--- src/rtl/traffic_light_monitor.sv ---
// Passive lamp checker for the traffic light controller: decodes phase,
// tracks dwell and rounds, and latches the first timing/order fault.
module traffic_light_monitor #(
  parameter int MIN_GREEN_A = 6,
  parameter int MIN_GREEN_B = 5,
  parameter int YELLOW_LEN  = 1,
  parameter int CNT_W       = 8
) (
  input  logic             clk,
  input  logic             reset,
  input  logic             Ra,
  input  logic             Ya,
  input  logic             Ga,
  input  logic             Rb,
  input  logic             Yb,
  input  logic             Gb,
  input  logic             clear,
  output logic [1:0]       phase,
  output logic             phase_valid,
  output logic [CNT_W-1:0] dwell,
  output logic [CNT_W-1:0] rounds,
  output logic             fault,
  output logic [2:0]       fault_code
);

  typedef enum logic {
    S_INIT,
    S_TRACK
  } state_t;

  localparam logic [1:0] P_AG = 2'd0;
  localparam logic [1:0] P_BG = 2'd2;
  localparam logic [1:0] P_BY = 2'd3;

  localparam logic [CNT_W-1:0] MGA = CNT_W'(MIN_GREEN_A);
  localparam logic [CNT_W-1:0] MGB = CNT_W'(MIN_GREEN_B);
  localparam logic [CNT_W-1:0] YL  = CNT_W'(YELLOW_LEN);
  localparam logic [CNT_W-1:0] ONE = CNT_W'(1);

  state_t           state_q, state_d;
  logic [1:0]       phase_q, phase_d;
  logic [CNT_W-1:0] dwell_q, dwell_d;
  logic [CNT_W-1:0] rounds_q, rounds_d;
  logic             fault_q, fault_d;
  logic [2:0]       code_q, code_d;
  logic             entry_q, entry_d;
  logic             yflag_q, yflag_d;

  logic [5:0] lamps;
  logic       legal;
  logic [1:0] dec;
  logic [2:0] hit;
  logic       order_ok;
  logic       is_yel;

  assign lamps  = {Ra, Ya, Ga, Rb, Yb, Gb};
  assign is_yel = phase_q[0];

  always_comb begin
    legal = 1'b1;
    dec   = 2'd0;
    case (lamps)
      6'b001100: dec = 2'd0;
      6'b010100: dec = 2'd1;
      6'b100001: dec = 2'd2;
      6'b100010: dec = 2'd3;
      default:   legal = 1'b0;
    endcase
  end

  always_comb begin
    state_d  = state_q;
    phase_d  = phase_q;
    dwell_d  = dwell_q;
    rounds_d = rounds_q;
    entry_d  = entry_q;
    yflag_d  = yflag_q;
    fault_d  = fault_q;
    code_d   = code_q;
    hit      = 3'd0;
    order_ok = 1'b0;
    unique case (state_q)
      S_INIT: begin
        if (!legal) begin
          hit = 3'd1;
        end else begin
          state_d = S_TRACK;
          phase_d = dec;
          dwell_d = ONE;
          entry_d = 1'b1;
          yflag_d = 1'b0;
        end
      end
      S_TRACK: begin
        if (!legal) begin
          hit     = 3'd1;
          state_d = S_INIT;
        end else if (dec == phase_q) begin
          if (dwell_q != '1) dwell_d = dwell_q + ONE;
          // Yellow overstay is reported as soon as it is seen, once per visit
          if (is_yel && !entry_q && !yflag_q && dwell_q >= YL) begin
            hit     = 3'd5;
            yflag_d = 1'b1;
          end
        end else begin
          order_ok = (dec == phase_q + 2'd1);
          if (!order_ok)
            hit = 3'd2;
          else if (!entry_q && phase_q == P_AG && dwell_q < MGA)
            hit = 3'd3;
          else if (!entry_q && phase_q == P_BG && dwell_q < MGB)
            hit = 3'd4;
          else if (!entry_q && is_yel && !yflag_q && dwell_q != YL)
            hit = 3'd5;
          if (order_ok && phase_q == P_BY) rounds_d = rounds_q + ONE;
          phase_d = dec;
          dwell_d = ONE;
          entry_d = 1'b0;
          yflag_d = 1'b0;
        end
      end
    endcase
    if (hit != 3'd0 && (!fault_q || clear)) begin
      fault_d = 1'b1;
      code_d  = hit;
    end else if (clear) begin
      fault_d = 1'b0;
      code_d  = 3'd0;
    end
  end

  always_ff @(posedge clk or posedge reset) begin
    if (reset) begin
      state_q  <= S_INIT;
      phase_q  <= 2'd0;
      dwell_q  <= '0;
      rounds_q <= '0;
      fault_q  <= 1'b0;
      code_q   <= 3'd0;
      entry_q  <= 1'b0;
      yflag_q  <= 1'b0;
    end else begin
      state_q  <= state_d;
      phase_q  <= phase_d;
      dwell_q  <= dwell_d;
      rounds_q <= rounds_d;
      fault_q  <= fault_d;
      code_q   <= code_d;
      entry_q  <= entry_d;
      yflag_q  <= yflag_d;
    end
  end

  assign phase       = phase_q;
  assign phase_valid = (state_q == S_TRACK);
  assign dwell       = dwell_q;
  assign rounds      = rounds_q;
  assign fault       = fault_q;
  assign fault_code  = code_q;

endmodule

--- config.mk ---
export PLATFORM = sky130hd
export DESIGN_NAME = traffic_light_monitor
export DESIGN_NICKNAME = d
export VERILOG_FILES = /design/src/rtl/traffic_light_monitor.sv
export SDC_FILE = /design/constraint.sdc
export NUM_CORES = 1
export LEC_CHECK = 0
export BUFFER_PORTS_ARGS = -buffer_cell sky130_fd_sc_hd__buf_2
export CORE_MARGIN = 8
export CORE_UTILIZATION = 45
export DETAILED_ROUTE_END_ITERATION = 16
export PLACE_DENSITY = 0.78
export SKIP_LAST_GASP = 1
export SLEW_MARGIN = 5
export SYNTH_ARGS = -nofsm -noshare
export SYNTH_HDL_FRONTEND = slang
export SYNTH_SLANG_ARGS = --single-unit
--- constraint.sdc ---
create_clock -name clk -period 2.62 [get_ports clk]
set_clock_uncertainty 0.05 [all_clocks]
set_input_delay 0 -clock clk [delete_from_list [all_inputs] [get_ports clk]]
set_output_delay 0 -clock clk [all_outputs]
set_load 0.005 [all_outputs]
# [Yosys cells after proc, flatten, opt, wreduce, memory -nomap -nowiden]
# Cells that the tools add are included.
# Widths: inputs -> output; s select.
[totals] input_bits=9 elab_cells=87 regBits=25 output_inout_bits=23
[op_classes] n_reduce_logical=22 n_addsub=3 n_bitwise=2 mux=34 n_eq_ne=15 n_lt_le_gt_ge=3
[ops] cell="$mux 8" count=4
[ops] cell="$mux 3" count=9
[ops] cell="$add 8x1->8 const B" count=2
[ops] cell="$lt 8x3->1 const B" count=2
[ops] cell="$pmux 8 s2" count=1
[ops] cell="$eq 6x6->1 const B" count=2
[ops] cell="$mux 1" count=12
[ops] cell="$logic_and 1x1->1" count=10
[ops] cell="$reduce_and 3->1" count=3
[ops] cell="$ge 8x1->1 const B" count=1
[ops] cell="$ne 8x1->1 const B" count=1
[ops] cell="$ne 8x8->1 const B" count=1
[ops] cell="$eq 6x4->1 const B" count=1
[ops] cell="$eq 6x5->1 const B" count=1
[ops] cell="$mux 2" count=3
[ops] cell="$ne 3x2->1 const B" count=2
[ops] cell="$pmux 2 s3" count=1
[ops] cell="$pmux 3 s2" count=1
[ops] cell="$eq 2x2->1" count=2
[ops] cell="$eq 2x2->1 const B" count=2
[ops] cell="$ne 2x2->1 const B" count=2
[ops] cell="$pmux 1 s2" count=2
[ops] cell="$pmux 2 s2" count=1
[ops] cell="$reduce_and 4->1" count=1
[ops] cell="9 further kinds" count=12

# [Longest topological paths before layout]
# Gate-level depths: netlist of run 1.
[depth] word_depth=14 mapped_depth=8 depth_no_buf=8

# [Least setup slack after synthesis of run 1]
# Ideal clock, no wire load.
[synth_path] path_type="reg-to-reg" startpoint="register phase_q[0], in the netlist phase[0]" endpoint="register rounds_q[7], in the netlist rounds[7]" t_arrival_ps=2062 stages_incl_launch_ff=8 path_slack_ps=429 required_time_ps=2491 period_less_slack_ps=2191 n_path_buf=1 path_cell_list="dfrtp_1 inv_1 ha_1 xnor2_1 or4_4 buf_6 nor4_4 xor2_1"
[synth_between] elab_chain_cells=4 word_cells_on_any_way=7 classes_between="add/sub (1); eq/ne (3); bitwise (1); reduce/logical (2)"
[synth_lines] item="from (decl)" line_no="41" rtl="logic [1:0] phase_q, phase_d;"
[synth_lines] item="from (signal assigned)" line_no="144" rtl="phase_q <= phase_d;"
[synth_lines] item="$add 2x1->2" line_no="106" rtl="order_ok = (dec == phase_q + 2'd1);"
[synth_lines] item="$eq 2x2->1" line_no="106"
[synth_lines] item="$logic_and 1x1->1" line_no="115" rtl="if (order_ok && phase_q == P_BY) rounds_d = rounds_q + ONE;"
[synth_lines] item="$reduce_and 4->1 (no source line) (*)"
[synth_lines] item="to (signal assigned)" line_no="146" rtl="rounds_q <= rounds_d;"
[synth_lines] item="to (decl)" line_no="43" rtl="logic [CNT_W-1:0] rounds_q, rounds_d;"
# Mark *: on every way between the ends. The rest lies on a longest branch, timed or not.
# A chain may end at the register's enable or synchronous reset.

# [Final worst setup path of run 1]
[layout_path] startpoint="register dwell_q[4], in the netlist dwell[4]" endpoint="register code_q[1], in the netlist fault_code[1]"
[layout_between] elab_chain_cells=12 word_cells_on_any_way=20 classes_between="order compare (3); eq/ne (1); mux (9); reduce/logical (7)"
[layout_lines] item="from (decl)" line_no="42" rtl="logic [CNT_W-1:0] dwell_q, dwell_d;"
[layout_lines] item="from (signal assigned)" line_no="145" rtl="dwell_q <= dwell_d;"
[layout_lines] item="parallel branches: the longest is 6 deep, another holds $lt 8x3->1"
[layout_lines] item="$mux 3 (*)" line_no="98" rtl="end else if (dec == phase_q) begin"
[layout_lines] item="$mux 3 (*)" line_no="95" rtl="if (!legal) begin"
[layout_lines] item="$pmux 3 s2 (*)" line_no="82" rtl="unique case (state_q)"
[layout_lines] item="$reduce_bool 3->1" line_no="123" rtl="if (hit != 3'd0 && (!fault_q || clear)) begin"
[layout_lines] item="$logic_and 1x1->1" line_no="123"
[layout_lines] item="$mux 3 or $reduce_bool 2->1 (tied branches)"
[layout_lines] item="to (signal assigned)" line_no="148" rtl="code_q <= code_d;"
[layout_lines] item="to (decl)" line_no="45" rtl="logic [2:0] code_q, code_d;"
# Mark *: on every way between the ends.

==> results of run 1 <==
## area by class of cell
| type | instances | area, µm² |
|---|---|---|
| sequential | 25 | 626 |
| multi-input combinational | 127 | 913 |
| clock buffer | 4 | 26.3 |
| fill | 304 | 1520 |
| inverter | 12 | 45.0 |
| tap | 46 | 57.6 |
| timing repair buffer | 36 | 198 |
## per-layer routing
metal | GRT usage, % | routed length [µm] | vias up
met3 | 2.63 | 252 | 9
met5 | 0 | 0 | -
met2 | 21.5 | 1670 | 49
met1 | 17.8 | 1680 | 647
li1 | - | - | 686
met4 | 5.76 | 72 | 0
## repair_timing
action,CTS,global route
setup endpoints to repair,0,0
hold buffers,2,0
endpoints found under the hold margin,29,0
## tightest hold or removal path: stages
cell,delay (ns)
buf_2,0.11
nor2_1,0.07
o21ai_4,0.09
o21ai_0,0.09
## sequential cells by signal, summed over array words and instances, names as in the netlist
| register | count |
|---|---|
| dwell | 8 |
| entry_q | 1 |
| fault | 1 |
| fault_code | 3 |
| phase | 2 |
| phase_valid | 1 |
| rounds | 8 |
| yflag_q | 1 |
## how the worst min path moves through the flow
stage | startpoint | endpoint | slack (ns)
6_report | Ga | phase[0] | 0.03
5_1_grt | Ga | phase[0] | 0.08
4_1_cts | Ga | phase[0] | 0.02
3_5_place_dp | reset | dwell[3] | 0.22
3_3_place_gp | reset | dwell[3] | 0.21
2_1_floorplan | reset | dwell[0] | -0.02
## where the power goes
part	internal, mW	switching, mW	leakage (nW)
clock	0.0599	0.124	0.0150
sequential	0.413	0.0344	0.322
combinational	0.0875	0.112	0.565
total	0.561	0.270	0.902
## cells in the mapped netlist (2+ instances only)
library cell / count
a41oi_1: 2
nor4b_1: 2
dfrtp_1: 25
o41ai_1: 3
nor3_1: 4
xor2_1: 9
clkbuf_1: 4
nor2b_1: 3
inv_1: 12
mux2i_1: 2
nand2b_1: 5
a21o_1: 3
a21oi_1: 11
nand3_1: 10
and3_1: 2
o211ai_1: 2
a31oi_1: 2
o21ai_0: 10
ha_1: 7
nor4_1: 2
nor2_1: 7
o31ai_1: 3
xnor2_1: 3
nand2_1: 11
## kinds of logic (layout without fill, tap and decap cells)
kind of cell,count (synthesis),count (layout),synth area share (%)
muxes,3,3,1.94
DFF,25,25,38.8
buffers and inverters,18,52,4.65
xor gates and xnor gates,13,13,7.52
and+or+nand+nor,60,60,23.2
adders and majority gates,7,7,5.43
AOI/OAI and AO/OA,44,44,18.5
## stage by stage
step	cell area (µm²)	utilization (%)	power (mW)	instances	hold slack (ns)
after global routing	1870	55.0	0.879	250	0.0827
after floorplan	1610	-	0.580	170	-0.0227
after detailed placement	1820	53.7	0.652	244	0.216
after global placement	1820	53.7	0.649	244	0.210
final	1870	55.0	0.830	250	0.0278
after CTS	1870	55.0	0.837	250	0.0249
==> results.sh, run 1 <==
export IMPL_syn_to_final_growth_pct=15.6
export IMPL_yosysUniqueCellTypes=50
export IMPL_worstSetupEndpointType="register"
export IMPL_drt_initial_drc_count=103
export IMPL_min_period_over_period_pct=90.4
export IMPL_synth_edf_count=0
export IMPL_setup_slack_ns=0.252
export IMPL_path_depth=5
export IMPL_portBuffers=31
export IMPL_r2r_end="fault_code[1]"
export IMPL_ctsResizeCount=0
export IMPL_hold_class="primary input to register"
export IMPL_core_area_mm2=0.00339
export IMPL_setup_viol=0
export IMPL_io_pins=32
export IMPL_post_place_ws_ns=0.274
export IMPL_cap_violations=0
export IMPL_synth_area_leader_cell="dfrtp_1"
export IMPL_grt_start_max_net_pins=26
export IMPL_peakVddDrop_uv=191
export IMPL_syn_inst=170
export IMPL_ys_warn_count=0
export IMPL_die_h_um=75.9
export IMPL_power_density_mw_per_mm2=445
export IMPL_clk_path_buf_depth=2
export IMPL_critPathLaunch="dwell[4]"
export IMPL_post_drt_wl_per_cell_um=14.7
export IMPL_synth_async_reset_ratio_pct=100
export IMPL_crit_family="simple AND/OR/NAND/NOR gates"
export IMPL_worst_ep_arrival_time_ns=2.57
export IMPL_globalplace_congestion=0.842
export IMPL_routed_via_density=5.56
export IMPL_dr_pass1_iters=4
export IMPL_grt_overflow_total=0
export IMPL_yosys_most_used_dff="dfrtp_1"
export IMPL_post_cts_setup_buffers=0
export IMPL_worst_r2r_cell_count=5
export IMPL_period_minus_slack_ns=2.37
export IMPL_r2r_start="dwell[4]"
export IMPL_route_antenna_remaining_nets=0
export IMPL_dp_hpwl_mm=2.81
export IMPL_synth_avg_cell_area_um2=9.49
export IMPL_syn_nets=186
export IMPL_start_kind="register"
export IMPL_cts_buffers=3
export IMPL_tightest_slew_ns=0.942
export IMPL_diodes=0
export IMPL_power_leakage_nw=0.902
export IMPL_start_util_pct=47.6
export IMPL_crit_type="register to register"
export IMPL_slew_headroom_pct=37.1
export IMPL_ys_ff_latch=25
export IMPL_route_vias_total=1391
export IMPL_required_ns=2.82
export IMPL_cts_max_level=1
export IMPL_cts_sinks=25
export IMPL_die_w_um=75.9
export IMPL_layout_nets=221
export IMPL_cts_tree="yes"
export IMPL_dieArea_mm2=0.00576
export IMPL_whs_path_depth=4
export IMPL_clock_latency_ns=0.34
export IMPL_status="finished, final reports clean"
export IMPL_rsz0062_at_grt="no"
export IMPL_grt_pass1_wl_mm=6.09
export IMPL_fin_setup_tns_ns=0
export IMPL_totalWireLength_mm=3.68
export IMPL_path_buf_inv=0
export IMPL_synth_area_top_cells="dfrtp_1 (39%), ha_1 (5.4%), xor2_1 (4.9%), a21oi_1 (3.4%), nand3_1 (3.1%)"
export IMPL_hold_viol_final=0
export IMPL_yosys_area_top_type_share_pct=38.8
export IMPL_clock_fmax_mhz=422
export IMPL_row_count=21
export IMPL_slowest_delay_ns=0.60
export IMPL_layout_common_cells="buf_2 (31), dfrtp_1 (25), inv_1 (12), nand2_1 (11), a21oi_1 (11)"
export IMPL_drcViolationCount=0
export IMPL_worst_path_max_delay_cell="or4_1"
export IMPL_gr_usage_all_layers_pct=13.7
export IMPL_drive_gt1_share_pct=21.1
export IMPL_path_clk_slew_ns=0.15
export IMPL_synth_area_mm2=0.00161
export IMPL_grt_pass1_vias=1328
export IMPL_final_common_cell="buf_2"
export IMPL_clock_root_buffer="clkbuf_4"
export IMPL_synth_seq_area_share_pct=38.8
export IMPL_crit_chain="or4_1, o31ai_1, nor4b_1, o21ai_0, o32ai_1"
export IMPL_slew_viol_final=0
export IMPL_antenna_found_initial=0
export IMPL_critPathCapture="fault_code[1]"
export IMPL_regToRegSetupSlack_ns=0.25
export IMPL_path_max_fanout=7
Power figures use the tool's default switching activity.
==> run 2, diff against run 1 <==
CORE_UTILIZATION = 49   (was 45)
PLACE_DENSITY = 0.86   (was 0.78)
clock period = 2 ns   (was 2.62 ns; I/O delays follow)
==> run 2 against run 1 <==
  * The run now ends with negative setup slack left
  * Via count grew 14%
  * Cell area grew 21%
  * First-iteration DRC count grew 18%
  * Worst setup slack lost 0.38 ns
  * Largest cell class unchanged
==> results.sh, run 2 (synthesis results as in run 1) <==
export IMPL_diodes=0
export IMPL_row_count=21
export IMPL_cts_max_level=1
export IMPL_postLayoutCellArea_mm2=0.00225
export IMPL_io_pins=32
export IMPL_swShare_pct=32.4
export IMPL_portBuffers=31
export IMPL_min_from="Ga"
export IMPL_globalplace_congestion=0.901
export IMPL_worst_r2r_cell_count=6
export IMPL_syn_to_final_growth_pct=39.7
export IMPL_die_w_um=73.4
export IMPL_fin_setup_tns_ns=-0.179
export IMPL_cap_violations=0
export IMPL_drcViolationCount=0
export IMPL_layout_nets=252
export IMPL_clock_latency_ns=0.32
export IMPL_antenna_found_initial=0
export IMPL_crit_type="register to register"
export IMPL_slew_headroom_pct=74.6
export IMPL_routed_via_density=5.66
export IMPL_rsz0062_at_grt="yes"
export IMPL_grt_pass1_vias=1512
export IMPL_peakVddDrop_uv=328
export IMPL_hold_class="primary input to register"
export IMPL_whs_path_depth=5
export IMPL_start_util_pct=49.5
export IMPL_worstSetupEndpointType="register"
export IMPL_grt_use_met1_pct=19.6
export IMPL_placed_area_mm2=0.00208
export IMPL_path_max_fanout=3
export IMPL_cts_buffers=3
export IMPL_slew_viol_final=0
export IMPL_seq_power_share_pct=46.8
export IMPL_crit_chain="or4_4, o41ai_4, o31ai_4, o41ai_2, nand3_1, a21oi_2"
export IMPL_power_density_mw_per_mm2=541
export IMPL_use_met2_pct=27.8
export IMPL_combinationalPowerShare_pct=34.6
export IMPL_power_leakage_nw=1.11
export IMPL_cts_tree="yes"
export IMPL_die_h_um=73.4
export IMPL_tightest_slew_ns=0.377
export IMPL_drt_initial_drc_count=122
export IMPL_setup_viol=2
export IMPL_layout_common_cells="buf_4 (34), buf_2 (31), dfrtp_1 (25), nand2_1 (11)"
export IMPL_gr_usage_all_layers_pct=16.2
export IMPL_required_ns=2.21
export IMPL_dp_cells=271
export IMPL_worst_path_max_delay_cell="or4_4"
export IMPL_totalWireLength_mm=4.30
export IMPL_period_minus_slack_ns=2.13
export IMPL_route_vias_total=1591
export IMPL_clock_fmax_mhz=470
export IMPL_min_period_over_period_pct=106
export IMPL_grt_pass1_wl_mm=6.88
export IMPL_fillers=263
export IMPL_dr_pass1_iters=4
export IMPL_whs_ns=0.117
export IMPL_stdcell_count=281
export IMPL_grt_overflow_total=0
export IMPL_start_kind="register"
export IMPL_p_int_mw=0.825
export IMPL_drive_gt1_share_pct=40.9
export IMPL_clk_path_buf_depth=2
export IMPL_setup_slack_ns=-0.127
export IMPL_slowest_delay_ns=0.59
export IMPL_grt_start_max_net_pins=26
export IMPL_status="finished, violations left"
export IMPL_route_antenna_remaining_nets=0
export IMPL_worst_ep_arrival_time_ns=2.34
export IMPL_r2r_start="dwell[6]"
export IMPL_dieArea_mm2=0.00539
export IMPL_hold_viol_final=0
export IMPL_post_drt_wl_per_cell_um=15.3
export IMPL_p_sw_mw=0.395
export IMPL_p_clk_share_pct=18.6
export IMPL_critPathLaunch="dwell[6]"
export IMPL_cts_sinks=25
export IMPL_violations="negative setup slack"
export IMPL_final_common_cell="buf_4"
export IMPL_top_usage_layer="met2"
export IMPL_path_clk_slew_ns=0.13
export IMPL_final_util_pct=69.2
export IMPL_clock_root_buffer="clkbuf_4"
export IMPL_use_met3_pct=1.91
export IMPL_core_area_mm2=0.00326
export IMPL_dp_hpwl_mm=3.15
[run 2: cell count changes in the layout (fill, tap and decap cells not counted), moves of 2 or more]
cell,before,now
ha_2,0,2
o21ai_0,10,8
o41ai_1,3,1
inv_2,0,3
inv_1,12,9
buf_4,3,34
nor3_1,4,2
ha_1,7,4
[run 2: worst max-delay path: cells and delay by family (launching register included)]
kind | cells | cell delay, ns
flip-flops | 1 | 0.40
AND/OR/NAND/NOR | 2 | 0.75
AO/OA/AOI/OAI | 4 | 0.86
[run 2: final timing paths]
path                                      end  slack (ns)
worst max-delay path            fault_code[2]       -0.13
worst min-delay path                 phase[0]        0.12
worst max register to register  fault_code[2]       -0.13
worst min register to register      rounds[7]        0.42
max in group asynchronous         phase_valid        1.46
min in group asynchronous            dwell[7]        0.20
[run 2: cell type report]
class                   instances  area [µm²]  area share (%)
flip-flops and latches         25         626            27.7
well taps                      46        57.6            2.55
inverters                      12        45.0            2.00
clock buffers                   4        26.3            1.17
repair buffers                 67         430            19.1
multi-input cells             127        1070            47.4
[run 2: timing repair]
| action | in CTS | in global routing |
|---|---|---|
| setup endpoints to repair | 6 | 12 |
| gates resized for setup | 12 | 9 |
| pin swaps | 7 | 9 |
| hold buffers | 2 | 0 |
| hold endpoints to repair | 28 | 0 |
| setup buffers | 3 | 1 |
[run 2: power by group through the flow]
stage          clock (mW)  combinational, mW  sequential, mW
5_1_grt             0.259              0.461           0.579
6_report            0.227              0.423           0.571
2_1_floorplan           0              0.198           0.584
3_5_place_dp            0              0.364           0.582
3_3_place_gp            0              0.352           0.581
4_1_cts             0.232              0.405           0.571
[run 2: per-stage QoR]
step	setup slack [ns]	total power, mW
detailed placement	-0.153	0.946
global placement	-0.0924	0.933
floorplan	-0.0310	0.782
global route	-0.153	1.30
CTS	-0.0533	1.21
finish	-0.127	1.22
[run 2: routing by layer]
| metal | routed length, µm | part of all wire [%] | vias up |
|---|---|---|---|
| met5 | 0 | 0 | - |
| met4 | 88 | 2.0 | 0 |
| met3 | 206 | 4.8 | 9 |
| met2 | 2190 | 51 | 57 |
| met1 | 1810 | 42 | 763 |
| li1 | - | - | 762 |
==> run 3, diff against run 2 <==
REMOVE_ABC_BUFFERS = 1   (was default)
==> run 3 against run 2 <==
  * The flow still finishes with violations (negative setup slack)
  * Sequential cell count is the same
  * Critical path depth is the same
  * Utilization grew 1.8 points
  * Wire length grew 5.7%
  * Combinational power is essentially flat
  * Clock power grew 4%
  * Final cell count grew 2.1%
  * First-iteration DRC count shrank 13%
  * Critical endpoint is now fault_code[1]
  * Largest power group unchanged
  * Highest routed layer unchanged
==> results.sh, run 3 (synthesis results as in run 1) <==
export IMPL_status="finished, violations left"
export IMPL_violations="negative setup slack"
export IMPL_hold_class="primary input to register"
export IMPL_r2r_start="dwell[5]"
export IMPL_postLayoutCellArea_mm2=0.00231
export IMPL_path_max_fanout=3
export IMPL_crit_chain="or4_4, buf_4, o31ai_2, nor4b_4, o21ai_2, o32ai_1"
export IMPL_drcViolationCount=0
export IMPL_cts_max_level=1
export IMPL_setup_slack_ns=-0.104
export IMPL_grt_start_max_net_pins=26
export IMPL_totalWireLength_mm=4.54
export IMPL_start_util_pct=49.5
export IMPL_worst_ep_arrival_time_ns=2.30
export IMPL_final_util_pct=71.0
export IMPL_critPathCapture="fault_code[1]"
export IMPL_peakVddDrop_uv=483
export IMPL_grt_overflow_total=0
export IMPL_gr_usage_all_layers_pct=16.3
export IMPL_dp_hpwl_mm=3.05
export IMPL_crit_family="simple AND/OR/NAND/NOR gates"
export IMPL_layout_common_cells="buf_4 (37), buf_2 (31), dfrtp_1 (25), nand2_1 (11)"
export IMPL_power_density_mw_per_mm2=534
export IMPL_cts_buffers=3
export IMPL_crit_type="register to register"
export IMPL_cap_violations=0
export IMPL_clock_fmax_mhz=475
export IMPL_final_common_cell="buf_4"
export IMPL_whs_ns=0.156
export IMPL_dr_pass1_iters=4
export IMPL_regToRegSetupSlack_ns=-0.10
export IMPL_rsz0062_at_grt="yes"
export IMPL_row_count=21
export IMPL_layout_nets=258
export IMPL_power_leakage_nw=1.14
export IMPL_grt_pass1_wl_mm=6.99
export IMPL_tightest_slew_ns=0.402
export IMPL_clock_latency_ns=0.33
export IMPL_slew_headroom_pct=72.8
export IMPL_min_period_over_period_pct=105
export IMPL_die_w_um=73.4
export IMPL_hold_viol_final=0
export IMPL_worstSetupEndpointType="register"
export IMPL_start_kind="register"
export IMPL_drt_initial_drc_count=106
export IMPL_core_area_mm2=0.00326
export IMPL_route_antenna_remaining_nets=0
export IMPL_syn_to_final_growth_pct=43.3
export IMPL_placed_area_mm2=0.00204
export IMPL_setup_viol=4
export IMPL_post_drt_wl_per_cell_um=15.8
export IMPL_worst_path_max_delay_cell="or4_4"
export IMPL_path_depth=6
export IMPL_clock_root_buffer="clkbuf_4"
export IMPL_dieArea_mm2=0.00539
export IMPL_period_minus_slack_ns=2.10
export IMPL_die_h_um=73.4
export IMPL_antenna_found_initial=0
export IMPL_path_buf_inv=1
export IMPL_r2r_end="fault_code[1]"
export IMPL_routed_via_density=5.61
export IMPL_required_ns=2.20
export IMPL_globalplace_congestion=0.914
export IMPL_critPathLaunch="dwell[5]"
export IMPL_slowest_delay_ns=0.55
export IMPL_slew_viol_final=0
export IMPL_portBuffers=31
export IMPL_worst_r2r_cell_count=6
export IMPL_cts_sinks=25
export IMPL_route_vias_total=1611
export IMPL_grt_pass1_vias=1563
export IMPL_diodes=0
export IMPL_drive_gt1_share_pct=42.3
export IMPL_clk_path_buf_depth=2
export IMPL_path_clk_slew_ns=0.15
export IMPL_io_pins=32
export IMPL_cts_tree="yes"
[run 3: report_power, final]
| part | switching, mW | internal (mW) | total (mW) |
|---|---|---|---|
| clock | 0.160 | 0.0766 | 0.237 |
| sequential | 0.0362 | 0.541 | 0.577 |
| combinational | 0.212 | 0.209 | 0.420 |
[run 3: worst min path at each step]
| stage | start | end | slack [ns] | cells past startpoint |
|---|---|---|---|---|
| 3_3_place_gp | reset | rounds[6] | 0.01 | 3 |
| 3_5_place_dp | reset | rounds[7] | 0.02 | 3 |
| 6_report | Ga | phase[0] | 0.16 | 5 |
| 5_1_grt | Ga | phase[0] | 0.18 | 5 |
| 2_1_floorplan | reset | dwell[0] | -0.02 | 1 |
| 4_1_cts | Rb | phase[1] | 0.11 | 5 |
[run 3: worst min-delay path, stage by stage]
cell     delay [ns]
buf_2          0.11
nor2_1         0.07
o21ai_4        0.09
buf_4          0.14
o21ai_0        0.08
[run 3: metrics by stage]
step,total power [mW],setup TNS (ns),setup slack [ns],cells
final,1.23,-0.295,-0.104,287
after global routing,1.31,-0.824,-0.236,287
after CTS,1.19,-0.205,-0.0746,281
after detailed placement,0.932,-0.806,-0.195,273
after global placement,0.920,-0.318,-0.118,273
after floorplan,0.756,-0.622,-0.142,164
[run 3: what timing repair did]
item                                    CTS  global route
buffers inserted                          2             7
hold endpoints to repair                 29             0
resized for setup                         9            26
pin swaps                                 2            14
endpoints found under the setup margin    8            12
hold buffers                              2             0
[run 3: area by class of cell]
cell class,count,area [µm²]
Inverter,12,45.0
Timing Repair Buffer,73,487
Multi-Input combinational cell,127,1070
Sequential cell,25,626
Fill cell,261,946
Clock buffer,3,22.5
Clock inverter,1,7.51
Tap cell,46,57.6
[run 3: per-layer routing]
layer,track usage (%),wire (µm),vias to the layer above
met5,0,0,-
met4,5.54,61,0
met3,4.37,233,6
met2,27.4,2320,53
met1,19.4,1930,784
li1,-,-,768
